<file path="src/rtl/gshare_bht.sv">
// gshare_bht: gshare-indexed table of N-bit saturating counters predicting branch direction.
// The index is lookup_pc[IDX_W+1:2] XOR a non-speculative global history register.
// Ports:
//   clk, reset                       clock, synchronous active-high reset
//   lookup_valid, lookup_pc          fetch-side prediction request
//   pred_valid, pred_taken, pred_idx registered prediction (1-cycle latency)
//   update_valid, update_idx,        resolved conditional branch from execute
//   update_taken, update_pred
//   stat_updates, stat_mispred       resolved / mispredicted counts
// Optional feature macro: BHT_STATS_EN builds the statistics counters; without it
// both stat ports are tied to 0.
module gshare_bht #(
  parameter int unsigned N      = 2,
  parameter int unsigned IDX_W  = 6,
  parameter int unsigned HIST_W = 6,
  parameter int unsigned PC_W   = 32
) (
  input  logic              clk,
  input  logic              reset,
  input  logic              lookup_valid,
  input  logic [PC_W-1:0]   lookup_pc,
  output logic              pred_valid,
  output logic              pred_taken,
  output logic [IDX_W-1:0]  pred_idx,
  input  logic              update_valid,
  input  logic [IDX_W-1:0]  update_idx,
  input  logic              update_taken,
  input  logic              update_pred,
  output logic [31:0]       stat_updates,
  output logic [31:0]       stat_mispred
);

  localparam int unsigned DEPTH = 1 << IDX_W;
  localparam logic [N-1:0] CNT_MAX = '1;

  logic [N-1:0]      cnt_q [DEPTH];
  logic [HIST_W-1:0] ghr_q;
  logic [HIST_W-1:0] ghr_next_c;
  logic [IDX_W-1:0]  idx_c;
  logic [N-1:0]      upd_old_c;
  logic [N-1:0]      upd_new_c;
  logic [N-1:0]      rd_c;

  // Lookup index uses the pre-update history.
  assign idx_c = lookup_pc[IDX_W+1:2] ^ IDX_W'(ghr_q);

  // Saturating counter step for the entry being updated.
  always_comb begin
    upd_old_c = cnt_q[update_idx];
    upd_new_c = upd_old_c;
    if (update_taken) begin
      if (upd_old_c != CNT_MAX) upd_new_c = upd_old_c + N'(1);
    end else begin
      if (upd_old_c != '0) upd_new_c = upd_old_c - N'(1);
    end
  end

  // Write-first bypass when lookup and update hit the same entry.
  always_comb begin
    rd_c = cnt_q[idx_c];
    if (update_valid && (update_idx == idx_c)) rd_c = upd_new_c;
  end

  // History shift, newest outcome in bit 0.
  generate
    if (HIST_W == 1) begin : g_ghr1
      assign ghr_next_c = update_taken;
    end else begin : g_ghrn
      assign ghr_next_c = {ghr_q[HIST_W-2:0], update_taken};
    end
  endgenerate

  // Table, history and prediction registers.
  always_ff @(posedge clk) begin
    if (reset) begin
      for (int unsigned i = 0; i < DEPTH; i++) cnt_q[IDX_W'(i)] <= '0;
      ghr_q      <= '0;
      pred_valid <= 1'b0;
      pred_taken <= 1'b0;
      pred_idx   <= '0;
    end else begin
      if (update_valid) begin
        cnt_q[update_idx] <= upd_new_c;
        ghr_q             <= ghr_next_c;
      end
      pred_valid <= lookup_valid;
      if (lookup_valid) begin
        pred_taken <= rd_c[N-1]; // entry >= 2^(N-1) iff MSB set
        pred_idx   <= idx_c;
      end
    end
  end

  // PC bits outside the index field are intentionally ignored.
  logic unused_pc;
  generate
    if (PC_W > IDX_W + 2) begin : g_pc_hi
      assign unused_pc = ^{lookup_pc[PC_W-1:IDX_W+2], lookup_pc[1:0]};
    end else begin : g_pc_lo
      assign unused_pc = ^lookup_pc[1:0];
    end
  endgenerate

`ifdef BHT_STATS_EN
  // Saturating resolved/mispredict counters.
  always_ff @(posedge clk) begin
    if (reset) begin
      stat_updates <= '0;
      stat_mispred <= '0;
    end else if (update_valid) begin
      if (stat_updates != 32'hFFFF_FFFF) stat_updates <= stat_updates + 32'(1);
      if ((update_taken != update_pred) && (stat_mispred != 32'hFFFF_FFFF))
        stat_mispred <= stat_mispred + 32'(1);
    end
  end
`else
  assign stat_updates = '0;
  assign stat_mispred = '0;
  logic unused_pred;
  assign unused_pred = update_pred;
`endif

endmodule

</file>
<file path="config.mk">
export PLATFORM = sky130hd
export DESIGN_NAME = gshare_bht
export DESIGN_NICKNAME = d
export VERILOG_FILES = /design/src/rtl/gshare_bht.sv
export SDC_FILE = /design/constraint.sdc
export NUM_CORES = 1
export LEC_CHECK = 0
export BUFFER_PORTS_ARGS = -buffer_cell sky130_fd_sc_hd__buf_2
export CAP_MARGIN = 15
export CORE_AREA = 5 5 119 149
export DETAILED_ROUTE_END_ITERATION = 7
export DIE_AREA = 0 0 124 154
export PLACE_DENSITY = 0.77
export SLEW_MARGIN = 20
export SYNTH_ARGS = -nofsm -noshare
export SYNTH_HDL_FRONTEND = slang
export SYNTH_SLANG_ARGS = --single-unit
</file>
<file path="constraint.sdc">
create_clock -name clk -period 2.5 [get_ports clk]
set_input_delay 0.25 -clock clk [delete_from_list [all_inputs] [get_ports clk]]
set_output_delay 0.25 -clock clk [all_outputs]
set_load 0.005 [all_outputs]
</file>
==> impl_metrics.env, run 1 <==
export IMPL_status="finished, violations left"
export IMPL_violations="negative setup slack"
export IMPL_cts_max_level=4
export IMPL_critical_path_top_delay_family="multiplexers"
export IMPL_track_usage=0.246
export IMPL_synth_top_cells_by_count="edfxtp_1, nor3_1, buf_4, o21bai_1, clkbuf_1"
export IMPL_path_cells="mux4_2, mux2_4, nand2_4, o2111ai_4, nor4b_2, buf_4, a31oi_4, nor2_4, buf_6, clkbuf_16, nor3_1"
export IMPL_slew_violations=0
export IMPL_final_cells=1012
export IMPL_start_util=0.524
export IMPL_grt_setup_unrepaired="yes"
export IMPL_io_buffers=24
export IMPL_setup_worst_path_class="reg -> reg"
export IMPL_pin_count=116
export IMPL_fin_area_um2=10000
export IMPL_cts_tree="yes"
export IMPL_area_growth_pct=19.3
export IMPL_syn_area_per_cell_um2=11.6
export IMPL_yosysMostFrequentCell="edfxtp_1"
export IMPL_grt_overflow_total=0
export IMPL_fp_dieW_um=124
export IMPL_antenna_found_initial=0
export IMPL_fin_nets=827
export IMPL_power_density_nw_per_um2=659
export IMPL_ys_ff_latch=142
export IMPL_arrival_ps=2970
export IMPL_grt_pass1_vias=6300
export IMPL_synth_area_um2=8410
export IMPL_synth_area_leaders="edfxtp_1, mux4_2, buf_4"
export IMPL_layout_setup_ws_ps=-324
export IMPL_placed_cell_area_um2=8930
export IMPL_postSynthCellCount=723
export IMPL_synth_largest_area_cell="edfxtp_1"
export IMPL_layout_drive_gt1_share=0.328
export IMPL_highest_layer="met4"
export IMPL_drt_iter0_drc=904
export IMPL_cts_buffer_depth=2
export IMPL_antenna_cells=0
export IMPL_gp_congestion=0.906
export IMPL_endpoint_kind="flip-flop"
export IMPL_synth_cell_types=62
export IMPL_clk_pin_slew_ps=60
export IMPL_wl_met2_mm=11.8
export IMPL_fin_tns_setup_ps=-37770
export IMPL_finalHoldViolations=0
export IMPL_dp_cells=969
export IMPL_cp_required_ps=2650
export IMPL_post_drt_wl_per_cell_um=23.3
export IMPL_period_minus_slack_ps=2820
export IMPL_final_core_util=0.625
export IMPL_vias_per_cell=6.26
export IMPL_critPathLaunchType="flip-flop"
export IMPL_maxCapViolCount=0
export IMPL_path_buf_inv=3
export IMPL_peakVddDrop_mv=0.531
export IMPL_finalSetupViolations=129
export IMPL_yosys_warnings=0
export IMPL_synth_edf_count=128
export IMPL_cts_hold_buf=0
export IMPL_rows=52
export IMPL_slew_headroom=0.328
export IMPL_cts_inserted_buffers=17
export IMPL_grt_pass1_wl_mm=35.4
export IMPL_wl_met1_mm=7.77
export IMPL_antenna_left=0
export IMPL_hold_class="in -> reg"
export IMPL_synth_seq_area_share=0.490
export IMPL_cts_sinks=142
export IMPL_synth_async_reset_ratio=0
export IMPL_drc=0
export IMPL_core_um2=16100
export IMPL_post_dp_hpwl_mm=14.9
export IMPL_wl_mm=23.6
export IMPL_tightest_slew_ps=1000
export IMPL_firstDrtPassIters=6
export IMPL_clkLatencyLatePin_ps=420
export IMPL_crit_path_max_fanout=8
export IMPL_fillCellCount=1154
export IMPL_timing_critical_path_slowest_cell_delay_ps=490
export IMPL_layout_worst_path_cycle_share=1.13
export IMPL_preCtsSetupSlack_ps=-544
export IMPL_crit_path_top_delay_cell="mux4_2"
export IMPL_vias=6337
export IMPL_synth_top_area_frac=0.457
export IMPL_route_met3_wl_mm=2.47
export IMPL_clock_fmax_ghz=0.354
export IMPL_ctsRootBufferMaster="clkbuf_16"
export IMPL_dieArea_um2=19100
export IMPL_synthFlopType="edfxtp_1"
export IMPL_power_leakage_nw=3.69
export IMPL_fp_dieH_um=154
export IMPL_grt_max_degree=79
export IMPL_fin_skew_ps=8.53
==> per-stage QoR <==
stage / hold slack, ps / power (mW)
after global routing: 123 / 6.80
after CTS: 84.7 / 6.51
after floorplan: 330 / 3.46
after global placement: 470 / 3.65
after detailed placement: 482 / 3.68
final: 94.1 / 6.62
==> worst paths after layout <==
kind | cells past startpoint | end | start | slack [ps]
setup / recovery | 11 | cnt_q[21][1] | cnt_q[22][1] | -320
hold / removal | 3 | ghr_q[0] | update_taken | 90
setup reg to reg | 11 | cnt_q[21][1] | cnt_q[22][1] | -320
hold reg to reg | 2 | pred_idx[3] | pred_idx[3] | 490
==> kinds of logic (layout without fill, tap and decap cells) <==
| logic type | after synthesis | count (layout) | synth area share |
|---|---|---|---|
| AOI/OAI and AO/OA | 122 | 122 | 0.109 |
| xor gates and xnor gates | 16 | 16 | 0.0175 |
| adders and majority gates | 1 | 1 | 0.00134 |
| buffers and inverters | 143 | 153 | 0.105 |
| DFF | 142 | 142 | 0.490 |
| muxes | 64 | 64 | 0.120 |
| other | 1 | 64 | 0.000446 |
| and+or+nand+nor | 234 | 234 | 0.157 |
==> metal layers <==
layer  global-route usage  vias up
li1                     -     2730
met1                0.282     3014
met2                0.417      471
met3               0.0625      122
met4                0.129        0
met5                    0        -
==> power breakdown <==
part,switching (mW),internal [mW]
Sequential,0.0469,2.67
Clock,1.05,1.69
Combinational,0.679,0.483
Total,1.77,4.84
==> layout make-up <==
type | instances | area, um2 | share of cell area
inverters | 3 | 11.3 | 0.00112
clock buffers | 17 | 425 | 0.0424
repair buffers | 118 | 1030 | 0.102
clock inverters | 15 | 210 | 0.0209
multi-input cells | 501 | 3970 | 0.395
flip-flops and latches | 142 | 4120 | 0.411
well taps | 216 | 270 | 0.0269
==> worst min-delay path: cells and delay by family <==
kind | cells | cell delay (ps)
AND/OR/NAND/NOR | 1 | 80
multiplexers | 1 | 60
buffers and inverters | 1 | 90
==> layout by cell type (no fill, tap or decap), types with 10 or more instances in the layout <==
cell       netlist  routed
nand2_1         27      26
buf_4           73      79
nor3_2          26      43
mux2i_1         24      24
conb_1           1      64
nand3_1         10      10
buf_2            8      24
dfxtp_1         14      14
nor3_1          93      63
edfxtp_1       128     128
o21bai_1        55      55
clkbuf_16        0      19
nor2_1          38      38
mux4_2          26      26
nor3_4           0      13
xnor2_1         10      10
==> registers in the layout (all words and copies together), names as in the netlist <==
signal / cells
cnt_q: 128
ghr_q: 6
pred_idx: 6
pred_taken: 1
pred_valid: 1
==> repair_timing <==
| item | in CTS | in global routing |
|---|---|---|
| cloned | 3 | 2 |
| pin swaps | 3 | 3 |
| buffers inserted | 4 | 2 |
| resized for setup | 31 | 25 |
| endpoints found under the setup margin | 129 | 129 |
Note: power is estimated with default switching activity, not from simulation.
==> run 2: changes to the inputs <==
--- a/config.mk
+++ b/config.mk
@@ -7,10 +7,10 @@
 export LEC_CHECK = 0
 export BUFFER_PORTS_ARGS = -buffer_cell sky130_fd_sc_hd__buf_2
 export CAP_MARGIN = 15
-export CORE_AREA = 5 5 119 149
+export CORE_AREA = 5 5 123 154
 export DETAILED_ROUTE_END_ITERATION = 7
-export DIE_AREA = 0 0 124 154
-export PLACE_DENSITY = 0.77
+export DIE_AREA = 0 0 128 159
+export PLACE_DENSITY = 0.72
 export SLEW_MARGIN = 20
 export SYNTH_ARGS = -nofsm -noshare
 export SYNTH_HDL_FRONTEND = slang
==> impl_metrics.env, run 2 (synthesis gave the netlist of run 1 again) <==
export IMPL_path_cells="mux2_2, a221o_1, a22oi_2, o2111ai_2, nor4b_2, buf_4, a31oi_4, nor2_4, buf_6, buf_12, nor3_1"
export IMPL_wl_mm=22.6
export IMPL_antenna_cells=0
export IMPL_post_drt_wl_per_cell_um=22.0
export IMPL_timing_rr_start="cnt_q[4][1]"
export IMPL_slew_violations=0
export IMPL_grt_pass1_wl_mm=34.9
export IMPL_fp_dieW_um=128
export IMPL_cts_hold_buf=0
export IMPL_crit_path_top_delay_cell="edfxtp_1"
export IMPL_critical_path_top_delay_family="compound AO/OA/AOI/OAI gates"
export IMPL_timing_critical_path_slowest_cell_delay_ps=450
export IMPL_start_util=0.486
export IMPL_period_minus_slack_ps=2690
export IMPL_drc=0
export IMPL_antenna_left=0
export IMPL_cp_required_ps=2650
export IMPL_grt_overflow_total=0
export IMPL_layout_worst_path_cycle_share=1.08
export IMPL_min_delay_start="update_taken"
export IMPL_layout_drive_gt1_share=0.333
export IMPL_finalHoldViolations=0
export IMPL_grt_pass1_vias=6205
export IMPL_power_leakage_nw=3.63
export IMPL_cts_tree="yes"
export IMPL_vias_per_cell=6.11
export IMPL_grt_max_degree=79
export IMPL_finalSetupViolations=128
export IMPL_largest_register_ffs=128
export IMPL_path_buf_inv=3
export IMPL_reg2reg_depth=11
export IMPL_tightest_slew_ps=821
export IMPL_ff2ff_setup_slack_ps=-190
export IMPL_arrival_ps=2840
export IMPL_r2r_end="cnt_q[41][1]"
export IMPL_regMostFlops="cnt_q"
export IMPL_clk_pin_slew_ps=60
export IMPL_mostFrequentLayoutCells="edfxtp_1, buf_4, nor3_1"
export IMPL_hold_class="in -> reg"
export IMPL_post_dp_hpwl_mm=15.1
export IMPL_crit_path_max_fanout=14
export IMPL_placed_cell_area_um2=9010
export IMPL_cts_buffer_depth=2
export IMPL_pin_count=116
export IMPL_cp_endpoint="cnt_q[41][1]"
export IMPL_status="finished, violations left"
export IMPL_io_buffers=24
export IMPL_vias=6281
export IMPL_fin_skew_ps=13.2
export IMPL_area_growth_pct=19.7
export IMPL_layout_setup_ws_ps=-188
export IMPL_cts_inserted_buffers=17
export IMPL_antenna_found_initial=0
export IMPL_layout_commonest_cell="edfxtp_1"
export IMPL_core_um2=17300
export IMPL_violations="negative setup slack"
export IMPL_fp_dieH_um=159
export IMPL_fin_area_um2=10100
export IMPL_firstDrtPassIters=6
export IMPL_cts_max_level=4
export IMPL_crit_cells=11
export IMPL_slew_headroom=0.451
export IMPL_critPathLaunchType="flip-flop"
export IMPL_track_usage=0.221
export IMPL_fin_tns_setup_ps=-18740
export IMPL_reg_top3="cnt_q: 128 flops, ghr_q: 6 flops, pred_idx: 6 flops"
export IMPL_cts_sinks=142
export IMPL_peakVddDrop_mv=0.535
export IMPL_fin_nets=835
export IMPL_clkLatencyLatePin_ps=420
export IMPL_rows=54
export IMPL_preCtsSetupSlack_ps=-475
export IMPL_grt_setup_unrepaired="yes"
export IMPL_crit_start="cnt_q[4][1]"
export IMPL_drt_iter0_drc=692
export IMPL_clock_fmax_ghz=0.372
export IMPL_setup_worst_path_class="reg -> reg"
export IMPL_maxCapViolCount=0
export IMPL_dieArea_um2=20400
export IMPL_gp_congestion=0.906
export IMPL_power_density_nw_per_um2=639
export IMPL_ctsRootBufferMaster="clkbuf_16"
export IMPL_endpoint_kind="flip-flop"
-- run 2: cell count changes in the layout (fill, tap and decap cells not counted), sizes merged --
cell and delta:
inv -3, clkbuf +6, bufinv -4, clkinvlp +2, clkinv -2, buf +9
-- run 2: layout make-up --
type                       instances  area, um2
clock inverter                     8       63.8
sequential                       142       4120
clock buffer                      24        547
timing repair buffer             126       1130
fill                            1376       7220
multi-input combinational        501       3920
tap                              224        280
inverter                           3       11.3
-- run 2: repair_timing --
item | CTS | global route
setup buffers | 6 | 7
setup endpoints to repair | 129 | 129
pin swaps | 1 | 3
resized for setup | 23 | 35
gates cloned | 5 | 1
-- run 2: worst min-delay path by stage --
stage / slack, ps / cells past startpoint / end
global placement: 470 / 2 / pred_idx[2]
floorplan: 330 / 1 / pred_valid
CTS: 140 / 3 / ghr_q[0]
finish: 140 / 3 / ghr_q[0]
detailed placement: 480 / 2 / pred_taken
global route: 150 / 3 / ghr_q[0]
-- run 2: metrics by stage --
step	instances	utilization	power, mW	hold WS, ps
final	1028	0.582	6.44	143
after global routing	1028	0.582	6.63	145
after detailed placement	980	0.521	3.70	478
after floorplan	786	-	3.46	330
after CTS	1023	0.572	6.39	137
after global placement	980	0.521	3.67	471
-- run 2: layer usage --
layer,track usage,up-vias,share of wire
met3,0.0450,90,0.084
li1,-,2742,-
met2,0.376,383,0.52
met4,0.110,0,0.043
met5,0,-,0
met1,0.263,3066,0.36
-- run 2: power breakdown --
part           total [mW]  internal, mW  switching, mW
sequential           2.71          2.67         0.0454
combinational        1.16         0.510          0.652
clock                2.56          1.55           1.02
total                6.44          4.72           1.71
-- run 2: tightest hold or removal path: stages --
cell	delay, ps
buf_2	130
mux2i_1	80
nor2_1	70
